--- config.mk ---
export PLATFORM = sky130hd
export DESIGN_NAME = imm_ext_ctrl
export DESIGN_NICKNAME = d
export VERILOG_FILES = /design/src/rtl/imm_ext_ctrl.sv
export SDC_FILE = /design/constraint.sdc
export NUM_CORES = 1
export LEC_CHECK = 0
export BUFFER_PORTS_ARGS = -buffer_cell sky130_fd_sc_hd__buf_4
export CAP_MARGIN = 20
export CORE_MARGIN = 4
export CORE_UTILIZATION = 60
export CTS_BUF_LIST = sky130_fd_sc_hd__clkbuf_4
export DETAILED_ROUTE_END_ITERATION = 8
export PLACE_DENSITY = 0.82
export SETUP_SLACK_MARGIN = 0.5
export SYNTH_ARGS = -nofsm -noshare
export SYNTH_HDL_FRONTEND = slang
export SYNTH_SLANG_ARGS = --single-unit
--- constraint.sdc ---
create_clock -name clk -period 9.4 [get_ports clk]
set_clock_uncertainty 0.1 [all_clocks]
set_input_delay 0.47 -clock clk [delete_from_list [all_inputs] [get_ports clk]]
set_output_delay 0.47 -clock clk [all_outputs]
set_load 0.05 [all_outputs]
--- src/rtl/imm_ext_ctrl.sv ---
// Immediate-extension stage: decodes the opcode into an extension mode, forms the
// 32-bit operand and buffers it in a small skid FIFO with valid/ready on both sides.
module imm_ext_ctrl #(
   parameter int DEPTH = 2,
   parameter int CNT_W = 16
) (
   input  logic             clk,
   input  logic             reset,
   input  logic             in_valid,
   output logic             in_ready,
   input  logic [5:0]       in_opcode,
   input  logic [15:0]      in_imm,
   input  logic             flush,
   output logic             out_valid,
   input  logic             out_ready,
   output logic [31:0]      out_imm,
   output logic [1:0]       out_mode,
   output logic [CNT_W-1:0] zext_count
);

   localparam int PTR_W = (DEPTH > 2) ? 2 : 1;
   localparam int CW    = (DEPTH > 2) ? 3 : 2;
   localparam logic [CW-1:0] DEPTH_V = CW'(DEPTH);

   typedef enum logic [1:0] {
      MODE_SIGN   = 2'd0,
      MODE_ZERO   = 2'd1,
      MODE_LUI    = 2'd2,
      MODE_BRANCH = 2'd3
   } mode_e;

   function automatic mode_e decodeMode(input logic [5:0] op);
      case (op)
         6'h0C, 6'h0D, 6'h0E: return MODE_ZERO;
         6'h0F:               return MODE_LUI;
         6'h04, 6'h05:        return MODE_BRANCH;
         default:             return MODE_SIGN;
      endcase
   endfunction

   function automatic logic [31:0] extendImm(input mode_e m, input logic [15:0] imm);
      case (m)
         MODE_ZERO:   return {16'h0000, imm};
         MODE_LUI:    return {imm, 16'h0000};
         MODE_BRANCH: return {{14{imm[15]}}, imm, 2'b00};
         default:     return {{16{imm[15]}}, imm};
      endcase
   endfunction

   logic [31:0]      memImm_r  [DEPTH];
   logic [1:0]       memMode_r [DEPTH];
   logic [PTR_W-1:0] wrPtr_r, rdPtr_r;
   logic [CW-1:0]    count_r;
   logic [31:0]      outImm_r;
   logic [1:0]       outMode_r;
   logic             outValid_r, inReady_r;
   logic [CNT_W-1:0] zextCount_r;

   mode_e            newMode_s;
   logic [31:0]      newImm_s;
   logic             push_s, pop_s;
   logic [PTR_W-1:0] nextWr_s, nextRd_s;
   logic [CW-1:0]    nextCount_s;
   logic [31:0]      headImm_s;
   logic [1:0]       headMode_s;

   // Handshake qualification, pointer/count update and selection of the next head entry.
   always_comb begin
      newMode_s   = decodeMode(in_opcode);
      newImm_s    = extendImm(newMode_s, in_imm);
      push_s      = in_valid & inReady_r & ~flush;
      pop_s       = outValid_r & out_ready & ~flush;
      nextWr_s    = wrPtr_r;
      nextRd_s    = rdPtr_r;
      nextCount_s = count_r;
      headImm_s   = outImm_r;
      headMode_s  = outMode_r;
      if (flush) begin
         nextWr_s    = {PTR_W{1'b0}};
         nextRd_s    = {PTR_W{1'b0}};
         nextCount_s = {CW{1'b0}};
      end else begin
         nextWr_s = push_s ? wrPtr_r + PTR_W'(1) : wrPtr_r;
         nextRd_s = pop_s  ? rdPtr_r + PTR_W'(1) : rdPtr_r;
         case ({push_s, pop_s})
            2'b10:   nextCount_s = count_r + CW'(1);
            2'b01:   nextCount_s = count_r - CW'(1);
            default: nextCount_s = count_r;
         endcase
      end
      // The head register takes the pushed entry directly when nothing older remains.
      if (nextCount_s == {CW{1'b0}}) begin
         headImm_s  = outImm_r;
         headMode_s = outMode_r;
      end else if ((count_r == {CW{1'b0}}) || (pop_s && (count_r == CW'(1)))) begin
         headImm_s  = newImm_s;
         headMode_s = newMode_s;
      end else begin
         headImm_s  = memImm_r[nextRd_s];
         headMode_s = memMode_r[nextRd_s];
      end
   end

   // FIFO storage, pointers, registered outputs and zero-mode delivery counter.
   always_ff @(posedge clk or posedge reset) begin
      if (reset) begin
         for (int i = 0; i < DEPTH; i++) begin
            memImm_r[i]  <= 32'h0000_0000;
            memMode_r[i] <= 2'd0;
         end
         wrPtr_r     <= {PTR_W{1'b0}};
         rdPtr_r     <= {PTR_W{1'b0}};
         count_r     <= {CW{1'b0}};
         outImm_r    <= 32'h0000_0000;
         outMode_r   <= 2'd0;
         outValid_r  <= 1'b0;
         inReady_r   <= 1'b0;
         zextCount_r <= {CNT_W{1'b0}};
      end else begin
         if (push_s) begin
            memImm_r[wrPtr_r]  <= newImm_s;
            memMode_r[wrPtr_r] <= newMode_s;
         end else begin
            memImm_r[wrPtr_r]  <= memImm_r[wrPtr_r];
            memMode_r[wrPtr_r] <= memMode_r[wrPtr_r];
         end
         wrPtr_r    <= nextWr_s;
         rdPtr_r    <= nextRd_s;
         count_r    <= nextCount_s;
         outImm_r   <= headImm_s;
         outMode_r  <= headMode_s;
         outValid_r <= (nextCount_s != {CW{1'b0}});
         inReady_r  <= (nextCount_s < DEPTH_V);
         if (pop_s && (outMode_r == MODE_ZERO)) begin
            zextCount_r <= zextCount_r + CNT_W'(1);
         end else begin
            zextCount_r <= zextCount_r;
         end
      end
   end

   assign in_ready   = inReady_r;
   assign out_valid  = outValid_r;
   assign out_imm    = outImm_r;
   assign out_mode   = outMode_r;
   assign zext_count = zextCount_r;

endmodule

# Word level (Yosys, flattened, before mapping)
# Index checks and enable logic that the tools add are counted.
# W data, S select, Z words.
dict set report word_totals {
  reg_bits 124
  in_bits 27
  elab_cells 83
}
dict set report classes {
  addsub 5
  n_lt_le_gt_ge 4
  eq_ne 13
  mux 32
  n_bitwise 7
  reduce_logical 10
}
# op n
set ops {}
lappend ops {{$mux W32} 8}
lappend ops {{$bwmux W64} 2}
lappend ops {{$pmux W32 S3} 1}
lappend ops {{$mux W64} 1}
lappend ops {{$demux W32 S1} 1}
lappend ops {{$eq A6 B4 Y1 const B} 4}
lappend ops {{$mux W2} 9}
lappend ops {{$add A16 B1 Y16 const B} 1}
lappend ops {{$eq A6 B3 Y1 const B} 2}
lappend ops {{$bwmux W4} 2}
lappend ops {{$eq A2 B1 Y1 const B} 4}
lappend ops {{$eq A2 B2 Y1 const B} 3}
lappend ops {{$pmux W2 S3} 1}
lappend ops {{$and A1 B1 Y1} 4}
lappend ops {{$ge A2 B2 Y1 const B} 2}
lappend ops {{$logic_not A2 Y1} 2}
lappend ops {{$mux W1} 4}
lappend ops {{$mux W4} 1}
lappend ops {{$not A1 Y2} 2}
lappend ops {{$pmux W2 S2} 1}
lappend ops {{$reduce_bool A2 Y1} 2}
lappend ops {{$logic_and A1 B1 Y1} 3}
lappend ops {{$reduce_or A3 Y1} 1}
lappend ops {{$add A1 B1 Y1 const B} 2}
lappend ops {{8 further kinds} 8}

# Logic depth before layout (Yosys ltp)
# Gate-level depths: netlist of the first run.
dict set report depth {
  depth_word 9
  ltp_mapped 10
  depth_no_buf 7
}

# Least setup slack after synthesis of the first run
# Ideal clock, no wire load.
dict set report synth_path {
  kind {register to register}
  start {reg outValid_r (netlist: out_valid)}
  end {reg outImm_r[10] (netlist: out_imm[10])}
  t_arrival_ns 2.469
  required_ns 9.205
  slack_ns 6.736
  path_stages_with_launch 10
  path_cell_list {dfrtp_1 -> and3b_1 -> buf_2 -> inv_1 -> ha_1 -> mux2_2 -> o21a_1 -> buf_2 -> buf_2 -> o31ai_1}
}
dict set report synth_via {
  elab_chain_cells 9
  word_cells_on_any_way 16
  classes_between {2 x eq/ne; 8 x mux; 3 x bitwise; 3 x reduce/logical}
}
# element line
set synth_lines {}
lappend synth_lines {{start: declaration} 56} ;# logic outValid_r, inReady_r;
lappend synth_lines {{start signal: assignment} 132} ;# outValid_r <= (nextCount_s != {CW{1'b0}});
lappend synth_lines {{$and A1 B1 Y1 (*) (2 in series)} 72} ;# pop_s = outValid_r & out_ready & ~flush;
lappend synth_lines {{$mux W1} 84} ;# nextRd_s = pop_s ? rdPtr_r + PTR_W'(1) : rdPtr_r;
lappend synth_lines {{$mux W1} 78} ;# if (flush) begin
lappend synth_lines {{$not A1 Y2 (implied by the code)} 99} ;# headImm_s = memImm_r[nextRd_s];
lappend synth_lines {{$mux W32 (implied by the code) (3 in series)} 99}
lappend synth_lines {{$mux W32} 95} ;# end else if ((count_r == {CW{1'b0}}) || (pop_s && (count_r == CW'(1)))) begin
lappend synth_lines {{end signal: assignment} 130} ;# outImm_r <= headImm_s;
lappend synth_lines {{end: declaration} 54} ;# logic [31:0] outImm_r;
# Mark *: on every way between the ends. The rest lies on a longest branch, timed or not. The select of a mux whose other input is x is not followed.
# A chain may end at the register's enable or synchronous reset.

# Worst setup path in the final report of the first run
dict set report layout_path {
  start {in flush}
  end {reg outImm_r[15] (netlist: out_imm[15])}
}
dict set report layout_via {
  elab_chain_cells 9
  word_cells_on_any_way 17
  classes_between {2 x eq/ne; 8 x mux; 4 x bitwise; 3 x reduce/logical}
}
# element line
set layout_lines {}
lappend layout_lines {{start: declaration} 13} ;# input logic flush,
lappend layout_lines {{$not A1 Y1} {71, 72}}
lappend layout_lines {{$and A1 B1 Y1} 72}
lappend layout_lines {{$mux W1} 84}
lappend layout_lines {{$mux W1} 78}
lappend layout_lines {{$not A1 Y2 (implied by the code)} 99}
lappend layout_lines {{$mux W32 (implied by the code) (3 in series)} 99}
lappend layout_lines {{$mux W32} 95}
# Parallel ways exist; a longest one is shown, timed or not. The select of a mux whose other input is x is not followed.

==> results of run 1 <==
## cells by family after synthesis
| family | synth area share [%] |
|---|---|
| flops | 49.88 |
| simple gates | 13.03 |
| mux | 0.5430 |
| buf+inv | 5.249 |
| xor+xnor | 2.253 |
| fa+ha+maj | 1.006 |
| compound gates | 28.04 |
## registers in the layout, indices dropped and copies added, names as in the netlist
signal,cells
out_imm,32
in_ready,1
memImm_r,64
count_r,2
memMode_r,4
rdPtr_r,1
out_valid,1
out_mode,2
zext_count,16
wrPtr_r,1
## routing by layer
| metal | track usage, % | up-vias | wire, µm |
|---|---|---|---|
| met2 | 46.49 | 320 | 8139 |
| met5 | 0 | - | 0 |
| met1 | 38.91 | 2658 | 6884 |
| li1 | - | 2426 | - |
| met4 | 12.38 | 0 | 504 |
| met3 | 7.281 | 56 | 1521 |
## cells in the final DEF (no fill, tap or decap), drive strengths merged, types with 3 or more instances in the layout
cell type,count
a221oi,47
nand2b,4
and3b,3
a21o,3
a211oi,14
clkinv,8
nand2,81
buf,90
a21oi,20
a22oi,14
ha,5
nor2b,34
inv,15
xor2,10
dfrtp,124
clkbuf,19
nor2,10
o21ai,70
o31ai,33
o211ai,37
xnor2,6
mux2,3
nand3,6
bufinv,3
nor3,6
## critical path: cells and delay by family
kind	cells	cell delay (ns)
adders and majority gates	1	0.27
AOI/OAI and AO/OA	2	0.72
buffers and inverters	3	1.11
and+or+nand+nor	1	0.33
muxes	1	0.75
## worst max path at each step
stage,startpoint,to,cells past startpoint
2_1_floorplan,reset,count_r[0],1
3_3_place_gp,flush,out_imm[24],8
3_5_place_dp,flush,out_imm[11],8
4_1_cts,flush,out_imm[11],8
5_1_grt,flush,out_imm[15],8
6_report,flush,out_imm[15],8
## cell type report
class                      instances  area (µm²)
inverter                          15       58.81
timing repair buffer              91       738.2
clock buffer                      19       142.6
sequential                       124        3103
clock inverter                    13       150.1
fill                             723        2788
multi-input combinational        427        2808
tap                              133       166.4
## metrics by stage
| stage | area, µm² | setup slack, ns | instances | utilization (%) | hold WS [ns] |
|---|---|---|---|---|---|
| finish | 7167 | 5.969 | 822 | 72.00 | 0.1629 |
| global route | 7167 | 5.894 | 822 | 72.00 | 0.1420 |
| CTS | 7112 | 6.111 | 820 | 71.44 | 0.1293 |
| detailed placement | 6809 | 5.541 | 787 | 68.40 | 0.3596 |
| global placement | 6789 | 5.603 | 786 | 68.20 | 0.3544 |
| floorplan | 6221 | 5.531 | 624 | - | 0.3422 |
## power by group through the flow
stage,clock network [mW],logic [mW],registers [mW]
floorplan,0,0.290,1.05
global placement,0,0.746,0.817
detailed placement,0,0.770,0.821
CTS,0.395,0.772,0.812
global route,0.418,0.826,0.831
finish,0.387,0.774,0.814
==> results.md, run 1 <==
Worst setup path:
- The worst register-to-register path has a depth of 7.
- In this run the critical register-to-register path is captured at out_imm[15].
- The critical path goes through buf_4 > and3b_1 > inv_1 > ha_1 > mux2_2 > o21a_1 > buf_4 > o31ai_1.
- The delay of the slowest cell on the worst path is 0.75 ns.
- In this run the register-to-register setup slack is 6.08 ns.
- The worst setup path is captured at a flop.
- The required time at the endpoint of the critical path is 9.68 ns.
- The maximum fanout along the worst path is 77.
- The startpoint type of the worst setup path is a primary input.
- The cell with the most instances on the worst path is sky130_fd_sc_hd__buf_4.
- The cell at the slowest stage of the critical path is sky130_fd_sc_hd__mux2_2.
- The startpoint of the worst register-to-register path is out_valid.
- The critical path arrival is between 3 and 4 ns.
- The critical setup path kind is in2reg.

Min path:
- The source of the worst hold timing path is in_imm[15].
- The path class of the lowest-slack min-delay path is in2reg.
- The endpoint of the worst hold path is memImm_r[31].
- The count of cells along the worst hold path is 3.

Pwr:
- VDD sags by at most 0.0002089 V.
- Summed over all cells, the static leakage comes to 3.213 nW.
- The internal power consumption is 1.144 mW.
- Of the total power, combinational logic draws between 30% and 40%.
- The net switching power figure is 0.8313 mW.
- Sequential cells burn approximately 40% of the power.
- The fraction of power spent switching nets is 42.08%.
- In this run, the clock network consumes 19.6% of the power.
- Power spread over the standard cell area amounts to 275.6 nW/µm².
- Power comes to 1.975 mW.

Yosys:
- After synthesis, the mean cell area works out to 9.969 µm².
- The number of different library cells used by synthesis comes to 48.
- Among all flip-flop cells after synthesis, the most frequent one is sky130_fd_sc_hd__dfrtp_1.
- The most common cell in the synthesized netlist is sky130_fd_sc_hd__dfrtp_1.
- Summed over its instances, the top area cell type makes up 49.88% of the synthesized netlist area.
- After synthesis, the share of flip-flops with an asynchronous set or reset is 100.0%.
- Counting flops with a built-in enable in the synthesized netlist gives 0.
- The synthesized design contains 124 register bits.
- The cell area that synthesis handed to floorplanning was around 6200 µm².
- After synthesis, the most frequently instantiated cells are 124 x sky130_fd_sc_hd__dfrtp_1, 81 x sky130_fd_sc_hd__nand2_1, 47 x sky130_fd_sc_hd__a221oi_1.
- The biggest area consumer among synthesized cells is sky130_fd_sc_hd__dfrtp_1.
- The number of nets in the synthesized netlist is 656.
- Ranked by total cell area, the synthesized netlist is headed by sky130_fd_sc_hd__dfrtp_1 50%, sky130_fd_sc_hd__a221oi_1 6.6%, sky130_fd_sc_hd__nand2_1 4.9%, sky130_fd_sc_hd__o211ai_1 4.3%, sky130_fd_sc_hd__nor2b_1 3.4%.
- The post-synthesis cell count is approximately 620.
- For this run, the number of Yosys warnings is 0.
- The sequential cell area fraction in the yosys report is 49.88%.

CTS:
- The root buffer cell is sky130_fd_sc_hd__clkbuf_4.
- The clock reaches the later pin of the worst-skew pair after approximately 0.52 ns.
- CTS built an H-tree with a depth of 4.
- After clock tree synthesis, the clock-pin slew on the worst setup and hold paths is 0.11 ns.
- The total of hold buffers inserted after clock tree synthesis is 1.
- The number of clock sinks is 124.
- The number of clock buffers inserted by TritonCTS is 17.
- The TritonCTS clock tree is built.
- No sink is reached through more buffers than the 2 on the longest clock path.
- The number of post-CTS setup repair buffers is 0.
- Post-CTS repair changed the size of 0 cells.

Floorplanning:
- The floorplan die height is 109.8 µm.
- The die footprint is 12060 µm².
- Pin placement for this block handled slightly below 80 I/O pins.
- The area of the core region is 9955 µm².
- The count of standard-cell rows is 36.
- The initial utilization of the core area, before any placement, comes to 62.49%.
- In this run the horizontal extent of the chip is 109.8 µm.

Cells and area:
- The number of antenna diodes is 0.
- The final net count is 708.
- The growth of design area from synthesis to finish is 15.21%.
- The fraction of layout cells with a size suffix above 1 is 21.48%.

STA:
- The final-report max-slew violation count came to 0.
- The hold violation total from the final report is 0.
- Setup total negative slack on the finished layout was measured at 0 ns.
- Setup violations remaining at the end of the flow were counted as 0.
- The post-layout minimum cycle time is about 3.4 ns.
- The worst relative slew slack is 24.34%.
- Setup repair after global routing left no endpoint under its margin.
- The slew at the pin closest to its max-slew limit is 1.131 ns.
- After layout, the worst path uses 36.50% of the clock period.
- Timing would allow up to 291.5 MHz.

GRT:
- The initial antenna violation count is 0.
- The wire length of the first global-routing pass is 27170 µm.
- The via count of the first global-routing pass is around 5300.
- The total overflow left after global routing is 0.
- Entering global routing, the biggest net connects 86 pins.
- The total global-route track usage is 29.47%.

Place:
- After legalization and detailed placement, the total HPWL measured slightly above 10000 µm.
- The congestion estimate from routability-driven global placement came to 0.8580.
- Input and output buffers added on the ports amount to 78.

Route:
- For this block, the via count after detailed routing is approximately 5500.
- The final wirelength is roughly 17000 µm.
- In this run the remaining antenna-violating nets after routing total 0.
- The iteration count of the initial detailed-routing pass is 5.
- The detail-routed net length per standard cell is 20.74 µm.
- For this run, design rule violations remaining after detail routing come to 0.
- The violation count after the first detailed-routing iteration is 600.
- After detailed routing, the number of vias per cell comes to 6.642.

Status:
- The flow ran to the end, and the final reports show no timing, DRC or antenna violations.

Flow run:
- The tool flagged a number of max-cap violations equal to 0.
No activity file was read; power rests on OpenSTA's default activity.
==> run 2, diff against run 1 <==
--- a/config.mk
+++ b/config.mk
@@ -8,10 +8,10 @@
 export BUFFER_PORTS_ARGS = -buffer_cell sky130_fd_sc_hd__buf_4
 export CAP_MARGIN = 20
 export CORE_MARGIN = 4
-export CORE_UTILIZATION = 60
+export CORE_UTILIZATION = 54
 export CTS_BUF_LIST = sky130_fd_sc_hd__clkbuf_4
 export DETAILED_ROUTE_END_ITERATION = 8
-export PLACE_DENSITY = 0.82
+export PLACE_DENSITY = 0.78
 export SETUP_SLACK_MARGIN = 0.5
 export SYNTH_ARGS = -nofsm -noshare
 export SYNTH_HDL_FRONTEND = slang
==> constraint.sdc (replaced) <==
create_clock -name clk -period 3.1 [get_ports clk]
set_clock_uncertainty 0.1 [all_clocks]
set_input_delay 0.155 -clock clk [delete_from_list [all_inputs] [get_ports clk]]
set_output_delay 0.155 -clock clk [all_outputs]
set_load 0.05 [all_outputs]
==> run 2 against run 1 <==
Compared with the run above: final cell count is 4.5% higher; sequential share of layout area is 1.4 points lower; first-iteration DRC count is 16% lower; die area is 10% higher; flip-flop and latch count stayed put; setup slack worse by 5.3 ns; non-clock buffer count is 31 higher; largest power group unchanged; highest routed layer unchanged.
==> results.md, run 2 (same netlist as run 1, synthesis figures left out) <==
GRT:
- For this run, the total global-route usage over all layers was measured as between 20% and 30%.
- The pin count of the biggest net entering global routing is 54.
- The initial antenna violation count was 0.
- Global routing finished with a remaining overflow of 0.
- The wire length of the first global-routing pass is roughly 27000 µm.
- The via count of the first global-routing pass is 5221.

CTS:
- The buffer depth of the longest clock path is 2.
- The H-tree depth is 4.
- In this run, CTS created clock tree buffers numbering 17.
- The clock insertion delay at the later pin of the skew report is ~0.53 ns.
- The number of setup buffers added after CTS is 0.
- The number of clock sinks is 124.
- Clock-pin slew was measured on the worst setup and hold paths at 0.10 ns.
- The root buffer cell is sky130_fd_sc_hd__clkbuf_4.
- The TritonCTS clock tree is built.

Cells and area:
- The register with the most flip-flops in the layout has 64 of them.
- Ranked by flip-flop count, first place goes to memImm_r.
- The library cell used most frequently in the layout, excluding fill and tap cells, is sky130_fd_sc_hd__dfrtp_1.
- The number of antenna diodes in the final layout is 0.
- From synthesis to final layout, the design area changed by 19.23%.
- The count of placed standard cells in the final layout, fillers left out is 859.
- In the layout the commonest cells are 123 x sky130_fd_sc_hd__dfrtp_1, 97 x sky130_fd_sc_hd__buf_4, 80 x sky130_fd_sc_hd__nand2_1.
- The fraction of layout cells with a size suffix above 1 is 21.70%.
- The final layout contains 739 nets.

STA:
- The number of endpoints failing setup at the final stage is 0.
- At the pin with the least slew margin, the transition time is 0.8553 ns.
- Setup repair after global routing left no endpoint under its margin.
- Based on the critical path, the design can be clocked at up to between 400 and 500 MHz.
- The final-report max-slew violation count is 0.
- Measured against its own limit, the worst slew margin works out to 42.98%.
- The final total negative setup slack is 0 ns.
- The final critical path takes up 79.22% of the cycle.
- The hold violation total from the final report is 0.
- The post-layout minimum cycle time is between 2 and 2.5 ns.
- Final hold analysis gives a worst-case slack of 0.07925 ns.

Route:
- The via count normalized by instance count is 6.375.
- For this run, the detailed router's first-pass iteration total came to 5.
- The residual antenna-violating net count after detailed routing is 0.
- In the final routed layout, each cell accounts on average for 19.79 µm.
- In this run, the number of DRC markers left after iteration 0 of detailed routing was ~500.
- After detailed routing, the total wire length is 17000 µm.
- After detailed routing, the number of remaining DRC violations is 0.
- Across all layers, the routed design uses 5476 vias.

Min path:
- The source of the worst hold timing path is in_opcode[0].
- The path class of the lowest-slack min-delay path is in2reg.

Pwr:
- Registers are responsible for a little over 40% of the overall power.
- The net switching power figure is roughly 2.5 mW.
- The fraction of power spent switching nets is 41.39%.
- In this run, the combinational gates consume 39.6% of the power.
- The cell area power density is between 800 and 900 nW/µm².
- The clock power share is 19.2%.
- VDD sags by at most 0.0005581 V.
- The analysis attributes to cell leakage a power of approximately 3.3 nW.
- Cell internal power was estimated by the tool at 3.495 mW.

Worst setup path:
- Following the worst setup path forward leads to its endpoint at memImm_r[9].
- STA classifies the critical path endpoint as a flop.
- The critical path arrival is 2.81 ns.
- The slowest stage of the critical path belongs to the cell sky130_fd_sc_hd__o21ai_2.
- The end of the worst register-to-register path is out_imm[31].
- The most critical setup path has its startpoint at in_opcode[1].
- The critical path goes through dlygate4sd3_1 > buf_4 > and3_1 > o21ai_2 > buf_4 > a22oi_1 > dlygate4sd3_1 > o21ai_0.
- The delay of the slowest cell on the worst path is 0.58 ns.
- The minimum setup slack among reg-to-reg paths is slightly above 0.7 ns.
- The startpoint type of the worst setup path is a primary input.
- The required time at the endpoint of the critical path is 3.46 ns.
- The startpoint of the worst register-to-register path is out_valid.
- The critical setup path kind is in2reg.
- The number of cell instances on the worst register-to-register path is 9.
- The maximum fanout along the worst path is 19.

Floorplanning:
- The die footprint is 13300 µm².
- The initial utilization of the core area, before any placement, comes to 56.16%.
- The horizontal extent of the die is 115.3 µm.
- In this run the standard cell core region covers roughly 11000 µm².
- The floorplan die height is 115.3 µm.
- During I/O placement, the number of pins put on the boundary was between 70 and 80.
- The count of standard-cell rows is 38.

Status:
- The flow ran to the end, and the final reports show no timing, DRC or antenna violations.

Place:
- The HPWL after detailed placement is 10950 µm.
- At the end of routability-driven placement, the weighted congestion stood at 0.8706.
- The instance count after placement with tap cells included is 805.
- In this run the tool buffered the top-level ports with 78 buffer cells.

Flow run:
- The reported max-cap violation count is 0.
[run 2: cell types whose count changed in the layout (fill, tap and decap cells not counted), moves of 2 or more]
cell / before / now
sky130_fd_sc_hd__buf_4: 87 / 97
sky130_fd_sc_hd__clkinv_2: 4 / 2
sky130_fd_sc_hd__clkinv_4: 2 / 0
sky130_fd_sc_hd__dlygate4sd3_1: 1 / 22
sky130_fd_sc_hd__buf_16: 2 / 0
sky130_fd_sc_hd__clkinv_1: 2 / 5
[run 2: timing repair]
action,in CTS,in global routing
endpoints found under the hold margin,143,0
setup endpoints to repair,0,22
hold buffers,22,0
resized for setup,0,2
[run 2: metrics by stage]
stage                     setup WS [ns]  total power, mW  utilization [%]  cell area (µm²)
after CTS                        0.6182            5.973            66.73             7392
final                            0.6443            5.964            66.95             7417
after global placement           0.7557            4.755            62.24             6895
after floorplan                  0.5961            4.066                -             6226
after global routing             0.5445            6.284            66.95             7417
after detailed placement         0.6456            4.822            62.24             6895
[run 2: cell type report]
class,instances,area [µm²]
fillers,875,3661
flip-flops and latches,124,3104
multi-input cells,427,2801
repair buffers,122,999.7
well taps,140,175.2
clock buffers,20,150.1
clock inverters,11,126.4
inverters,15,60.06
[run 2: how the worst min path moves through the flow]
stage	end	slack (ns)	cells after the start
after floorplan	memImm_r[1]	0.21	2
after global placement	memImm_r[0]	0.34	2
after detailed placement	memImm_r[32]	0.34	2
after CTS	memMode_r[2]	0.03	4
after global routing	memImm_r[48]	0.06	4
final	memMode_r[2]	0.08	4
[run 2: power groups by stage]
stage / combinational, mW / clock [mW] / sequential [mW]
after global placement: 2.29 / 0 / 2.46
after detailed placement: 2.34 / 0 / 2.48
final: 2.36 / 1.14 / 2.46
after global routing: 2.53 / 1.23 / 2.52
after CTS: 2.37 / 1.15 / 2.45
after floorplan: 0.880 / 0 / 3.19
[run 2: per-layer routing]
| metal | vias up | global-route usage [%] | wire length [µm] | share of wire [%] |
|---|---|---|---|---|
| li1 | 2492 | - | - | - |
| met1 | 2671 | 35.92 | 7064 | 42 |
| met2 | 269 | 42.40 | 8158 | 48 |
| met3 | 44 | 5.368 | 1360 | 8.0 |
| met4 | 0 | 9.781 | 416 | 2.4 |
| met5 | - | 0 | 0 | 0 |
[run 2: worst max-delay path: cells and delay by family]
family | cells | cell delay [ns]
AOI/OAI and AO/OA | 3 | 0.83
buffers and inverters | 4 | 1.67
and+or+nand+nor | 1 | 0.16
